**config.mk**
```make
export PLATFORM = sky130hd
export DESIGN_NAME = fetch_unit
export DESIGN_NICKNAME = d
export VERILOG_FILES = /design/src/rtl/fetch_unit.sv
export SDC_FILE = /design/constraint.sdc
export NUM_CORES = 1
export LEC_CHECK = 0
export ABC_AREA = 0
export CORE_MARGIN = 4
export CORE_UTILIZATION = 30
export CTS_CLUSTER_SIZE = 24
export DETAILED_ROUTE_END_ITERATION = 8
export GPL_ROUTABILITY_DRIVEN = 0
export GPL_TIMING_DRIVEN = 0
export HOLD_SLACK_MARGIN = 0.08
export PLACE_DENSITY_LB_ADDON = 0.25
export SKIP_CTS_REPAIR_TIMING = 1
export SLEW_MARGIN = 20
export SYNTH_ARGS = -nofsm -noshare
export SYNTH_HDL_FRONTEND = slang
export SYNTH_SLANG_ARGS = --single-unit
```
**constraint.sdc**
```tcl
create_clock -name clk -period 5.73 [get_ports clk]
set_clock_uncertainty 0.15 [all_clocks]
set_input_delay 0.573 -clock clk [delete_from_list [all_inputs] [get_ports clk]]
set_output_delay 0.573 -clock clk [all_outputs]
set_load 0.02 [all_outputs]
```
**src/rtl/fetch_unit.sv**
```systemverilog
// Instruction fetch: one outstanding read at a time, returned word held until decode accepts it.
// Zero-wait memory gives one instruction per 3 cycles; memory stall waits in REQ, decode stall waits in HOLD.
module fetch_unit #(
   parameter int ADDR_W = 32,
   parameter int DATA_W = 32,
   parameter int CNT_W  = 16
) (
   input  logic              clk,
   input  logic              rst,
   input  logic [ADDR_W-1:0] pc_in,
   input  logic              flush,
   output logic              req_valid,
   input  logic              req_ready,
   output logic [ADDR_W-1:0] req_addr,
   input  logic              rsp_valid,
   input  logic [DATA_W-1:0] rsp_data,
   output logic              inst_valid,
   input  logic              inst_ready,
   output logic [DATA_W-1:0] inst_data,
   output logic [ADDR_W-1:0] inst_pc,
   output logic              pc_advance,
   output logic [CNT_W-1:0]  fetch_count
);

   localparam logic [1:0] IDLE = 2'd0;
   localparam logic [1:0] REQ  = 2'd1;
   localparam logic [1:0] WAIT = 2'd2;
   localparam logic [1:0] HOLD = 2'd3;

   logic [1:0]        state;
   logic [ADDR_W-1:0] pc_q;
   logic              drop_q;

   assign req_valid  = (state == REQ);
   assign req_addr   = req_valid ? pc_in : '0;
   assign pc_advance = (state == HOLD) && inst_ready && !flush;

   always_ff @(posedge clk or negedge rst) begin
      if (!rst) begin
         state       <= IDLE;
         pc_q        <= '0;
         drop_q      <= 1'b0;
         inst_valid  <= 1'b0;
         inst_data   <= '0;
         inst_pc     <= '0;
         fetch_count <= '0;
      end else begin
         case (state)
            IDLE: state <= REQ;
            REQ: begin
               // A flush here needs no action: req_addr already follows the redirected pc_in.
               if (req_ready) begin
                  pc_q  <= pc_in;
                  state <= WAIT;
               end
            end
            WAIT: begin
               if (rsp_valid) begin
                  if (drop_q || flush) begin
                     drop_q <= 1'b0;
                     state  <= REQ;
                  end else begin
                     inst_data  <= rsp_data;
                     inst_pc    <= pc_q;
                     inst_valid <= 1'b1;
                     state      <= HOLD;
                  end
               end else if (flush) begin
                  // Response still owed by memory; remember to throw it away.
                  drop_q <= 1'b1;
               end
            end
            HOLD: begin
               if (flush || inst_ready) begin
                  inst_valid <= 1'b0;
                  state      <= REQ;
               end
               if (pc_advance) fetch_count <= fetch_count + CNT_W'(1);
            end
            default: state <= IDLE;
         endcase
      end
   end

endmodule

```
### Yosys cells after proc, flatten, opt, wreduce, memory -nomap -nowiden

Cells that the tools add are included.

* reductions and logical operators: 14
* bitwise operators: 1
* equality and inequality tests: 8
* multiplexer cells: 13
* add/sub/neg operators: 1

Operator list (number)
* $mux 32: 1
* $add 16x1->16 const B: 1
* $reduce_and 3->1: 3
* $mux 2: 4
* $pmux 2 s4: 1
* $mux 1: 6
* $ne 2x1->1 const B: 3
* $eq 2x2->1 const B: 2
* $ne 2x2->1 const B: 2
* $reduce_and 2->1: 2
* $reduce_and 4->1: 1
* $reduce_bool 2->1: 2
* $eq 2x1->1 const B: 1
* $logic_and 1x1->1: 2
* $logic_not 2->1: 1
* $logic_or 1x1->1: 2
* $pmux 1 s2: 1
* $logic_not 1->1: 1
* $not 1->1: 1

* register bits after elaboration: 116
* word-level logic and storage cells: 44
* output and inout bits: 115

### Logic depth before layout (Yosys ltp)

* depth in word-level cells: 4
* mapped depth: 6
* mapped depth without buffers: 6

### Least setup slack after synthesis

Ideal clock, no wire load.

* kind: register -> output
* from: reg state[1]
* to: out req_addr[10]
* arrival: 1434 ps
* setup slack: 3573 ps
* path buffers: 2
* stages on the path, launching flop included: 6
* path through: dfrtp_1 -> inv_1 -> ha_1 -> clkbuf_1 -> clkbuf_1 -> and2_1

* cells in the longest elaborated chain, start to end: 2

Ends and longest elaborated chain
* start, declared: line 30 `logic [1:0] state;`
* start signal, assigned: line 40 `state <= IDLE;`
* start signal, assigned: line 49 `IDLE: state <= REQ;`
* start signal, assigned: line 54 `state <= WAIT;`
* $eq 2x1->1: line 34 `assign req_valid = (state == REQ);`
* via req_valid: line 12 `output logic req_valid,`
* $mux 32: line 35 `assign req_addr = req_valid ? pc_in : '0;`
* end, declared: line 14 `output logic [ADDR_W-1:0] req_addr,`

The timed path passes the listed nets, and every way through them passes these cells.

### Final worst setup path

* from: reg state[1]
* to: out req_addr[19]

* cells in the longest elaborated chain, start to end: 2

Ends and longest elaborated chain (line)
* $eq 2x1->1: 34
* $mux 32: 35

Every way passes these cells.

==> run_results.csv <==
group,metric,value,unit
yosys,syn_area,0.00476,mm2
cells_and_area,final_util,0.487,
yosys,yosysMostFrequentCell,"dfrtp_1",
cells_and_area,nFillCells,1377,
power,static-leakage-power,3.23,nW
routing,drtIter0Drc,103,
hold_path,hold_class,"flop to flop",
clock_tree,numClockSinks,116,
global_route,grt_pass1_wl,18900,um
routing,dr.pass1.iters,4,
worst_setup_path,worstPathArrival,2.59,ns
floorplanning,start_util,0.310,
yosys,synth-seq-cells,116,
global_route,grt_antenna_before_repair,0,
power,total_power,3.84,mW
placement,place_area,0.00689,mm2
power,p_sw_frac,0.313,
floorplanning,die_height,134,um
timing,final_max_slew_viol_count,0,
power,p_comb_frac,0.391,
clock_tree,cts_buffers,17,
timing,period_share,0.578,
timing,period_needed,3.31,ns
global_route,gr-total-overflow,0,
cells_and_area,drive_gt1_frac,0.214,
global_route,gr-usage-met1,0.164,
routing,wl_per_cell,15.4,um
routing,ant_nets,0,
worst_setup_path,startpoint_type,"flop",
global_route,grt_use_met3,0.0484,
timing,rsz0062_at_grt,"no",
timing,finalHoldViolations,0,
power,clkPwrFrac,0.269,
routing,num_vias,3303,
worst_setup_path,critical_path.max_fanout,10,
yosys,synthCells,327,
worst_setup_path,path_cells,"inv_1 -> ha_1 -> clkbuf_1 -> clkbuf_1 -> and2_1 -> clkdlybuf4s50_1",
global_route,grt_max_degree,63,
yosys,synth_cell_type_count,30,
cells_and_area,final_area,0.00749,mm2
yosys,synth_warnings,0,
worst_setup_path,crit_type,"flop to output pin",
worst_setup_path,cpMaxStageDelayCell,"clkdlybuf4s50_1",
yosys,yosys_most_used_dff,"dfrtp_1",
floorplanning,dieArea,0.0179,mm2
timing,fmax,302,MHz
power,internal-power,2.63,mW
floorplanning,fp-row-count,45,
placement,place_hpwl,8590,um
clock_tree,cts_tree,"yes",
placement,portBuffers,183,
routing,via_per_inst,4.38,
timing,setup_viol_count_final,0,
clock_tree,root_buffer,"clkbuf_16",
cells_and_area,num_antenna_cells,0,
yosys,syn-num-nets,402,
yosys,synthTopCellsByCount,"dfrtp_1 (116), mux2_2 (76), and2_1 (32), mux2_1 (20), xnor2_1 (12)",
flow_run,cap_violations,0,
global_route,track_usage,0.134,
cells_and_area,multi_input_area,0.00172,mm2
clock_tree,clk_pin_slew,0.05,ns
clock_tree,cts_buffer_depth,2,
cells_and_area,layout.nets,607,
power,ir_drop,0.000197,V
routing,post-route-drc-count,0,
worst_setup_path,max_stage_delay,0.65,ns
yosys,synth.top_cell.area_share,0.610,
clock_tree,cts.htree.levels,4,
status,status,"completed",
power,p_switching,1.20,mW
clock_tree,clock_latency,0.40,ns
routing,drt_wl_total,11600,um
yosys,netlist_top_cells_area,"dfrtp_1 (61%), mux2_2 (18%), mux2_1 (4.7%)",
floorplanning,die_w,134,um
global_route,grt_pass1_vias,3566,
timing,worst_slew_pin_slew,0.606,ns
cells_and_area,ff_latch_area,0.00290,mm2
floorplanning,io_pins,185,
yosys,async_flop_share,1.00,
timing,relSlewSlack,0.596,
timing,holdWs,0.323,ns
yosys,syn-mean-instance-area,14.6,um2
yosys,yosysTopAreaCell,"dfrtp_1",
global_route,top_usage_layer,"met2",
worst_setup_path,crit_path_frequent_cell,"clkbuf_1",
cells_and_area,syn_to_final_growth,57.2,%
yosys,yosysSeqAreaShare,0.610,
floorplanning,core_area,0.0154,mm2
worst_setup_path,cp.required,5.01,ns
yosys,synth-edff-count,0,
worst_setup_path,worstSetupEndpointType,"output pin",
power,power_frac_seq,0.341,
power,pwr_density_cell,512,mW/mm2
global_route,grtUsageMet2,0.216,
[final timing paths]
| path | startpoint | endpoint | slack [ns] | cells past startpoint |
|---|---|---|---|---|
| setup / recovery | state[1] | req_addr[19] | 2.42 | 6 |
| hold / removal | fetch_count[15] | fetch_count[15] | 0.32 | 1 |
| setup reg to reg | state[0] | inst_data[31] | 3.42 | 7 |
| max in group asynchronous | rst | pc_q[19] | 4.20 | 3 |
| hold reg to reg | fetch_count[15] | fetch_count[15] | 0.32 | 1 |
| min in group asynchronous | rst | inst_pc[10] | 0.54 | 2 |
[metrics by stage]
stage	cells	setup TNS (ns)	setup slack (ns)
4_1_cts	752	0	2.32
3_5_place_dp	722	0	2.70
5_1_grt	754	0	2.14
2_1_floorplan	327	0	3.57
3_3_place_gp	721	-59.32	-0.521
6_report	754	0	2.42
[worst max-delay path, delay by kind of cell, from the launching register on]
kind / cells / cell delay, ns
flip-flops: 1 / 0.39
AND/OR/NAND/NOR: 1 / 0.19
buffers and inverters: 4 / 1.42
adder cells (fa/ha/maj): 1 / 0.18
[per-layer routing]
layer / up-vias / share of wire
li1: 1532 / -
met4: 0 / 0.014
met1: 1632 / 0.43
met2: 123 / 0.47
met3: 16 / 0.084
met5: - / 0
[registers in the layout, summed over array words and instances, names as in the netlist]
register,flops
inst_data,32
inst_pc,32
pc_q,32
fetch_count,16
state,2
drop_q,1
inst_valid,1
[cell families after synthesis]
| group | synth area share |
|---|---|
| AOI/OAI and AO/OA | 0.0139 |
| xor gates and xnor gates | 0.0276 |
| adders and majority gates | 0.0131 |
| buffers and inverters | 0.0286 |
| DFF | 0.610 |
| muxes | 0.229 |
| and+or+nand+nor | 0.0778 |
[cell usage in the layout (no fill, tap or decap), types with 3 or more instances in the layout]
cell,n
mux2_2,76
nand4_1,4
clkdlybuf4s50_1,182
mux2_1,20
a21oi_1,3
nand2_1,9
buf_6,8
nor2_1,4
xor2_1,3
and2_1,32
ha_1,5
inv_1,10
xnor2_1,12
clkbuf_8,5
clkbuf_1,8
dfrtp_1,116
buf_1,3
nand3_1,4
clkbuf_16,17
[power groups by stage]
| stage | clock, mW | sequential [mW] | combinational (mW) |
|---|---|---|---|
| 2_1_floorplan | 0 | 1.54 | 0.546 |
| 3_3_place_gp | 0 | 1.30 | 1.50 |
| 3_5_place_dp | 0 | 1.32 | 1.52 |
| 4_1_cts | 1.06 | 1.31 | 1.53 |
| 5_1_grt | 1.09 | 1.35 | 1.61 |
| 6_report | 1.03 | 1.31 | 1.50 |
[layout make-up]
type / instances / area share
sequential: 116 / 0.388
timing repair buffer: 186 / 0.251
multi-input combinational: 187 / 0.230
clock buffer: 26 / 0.0680
tap: 211 / 0.0353
buffer: 14 / 0.0132
clock inverter: 4 / 0.00936
inverter: 10 / 0.00501
(Power assumes the default switching activity.)
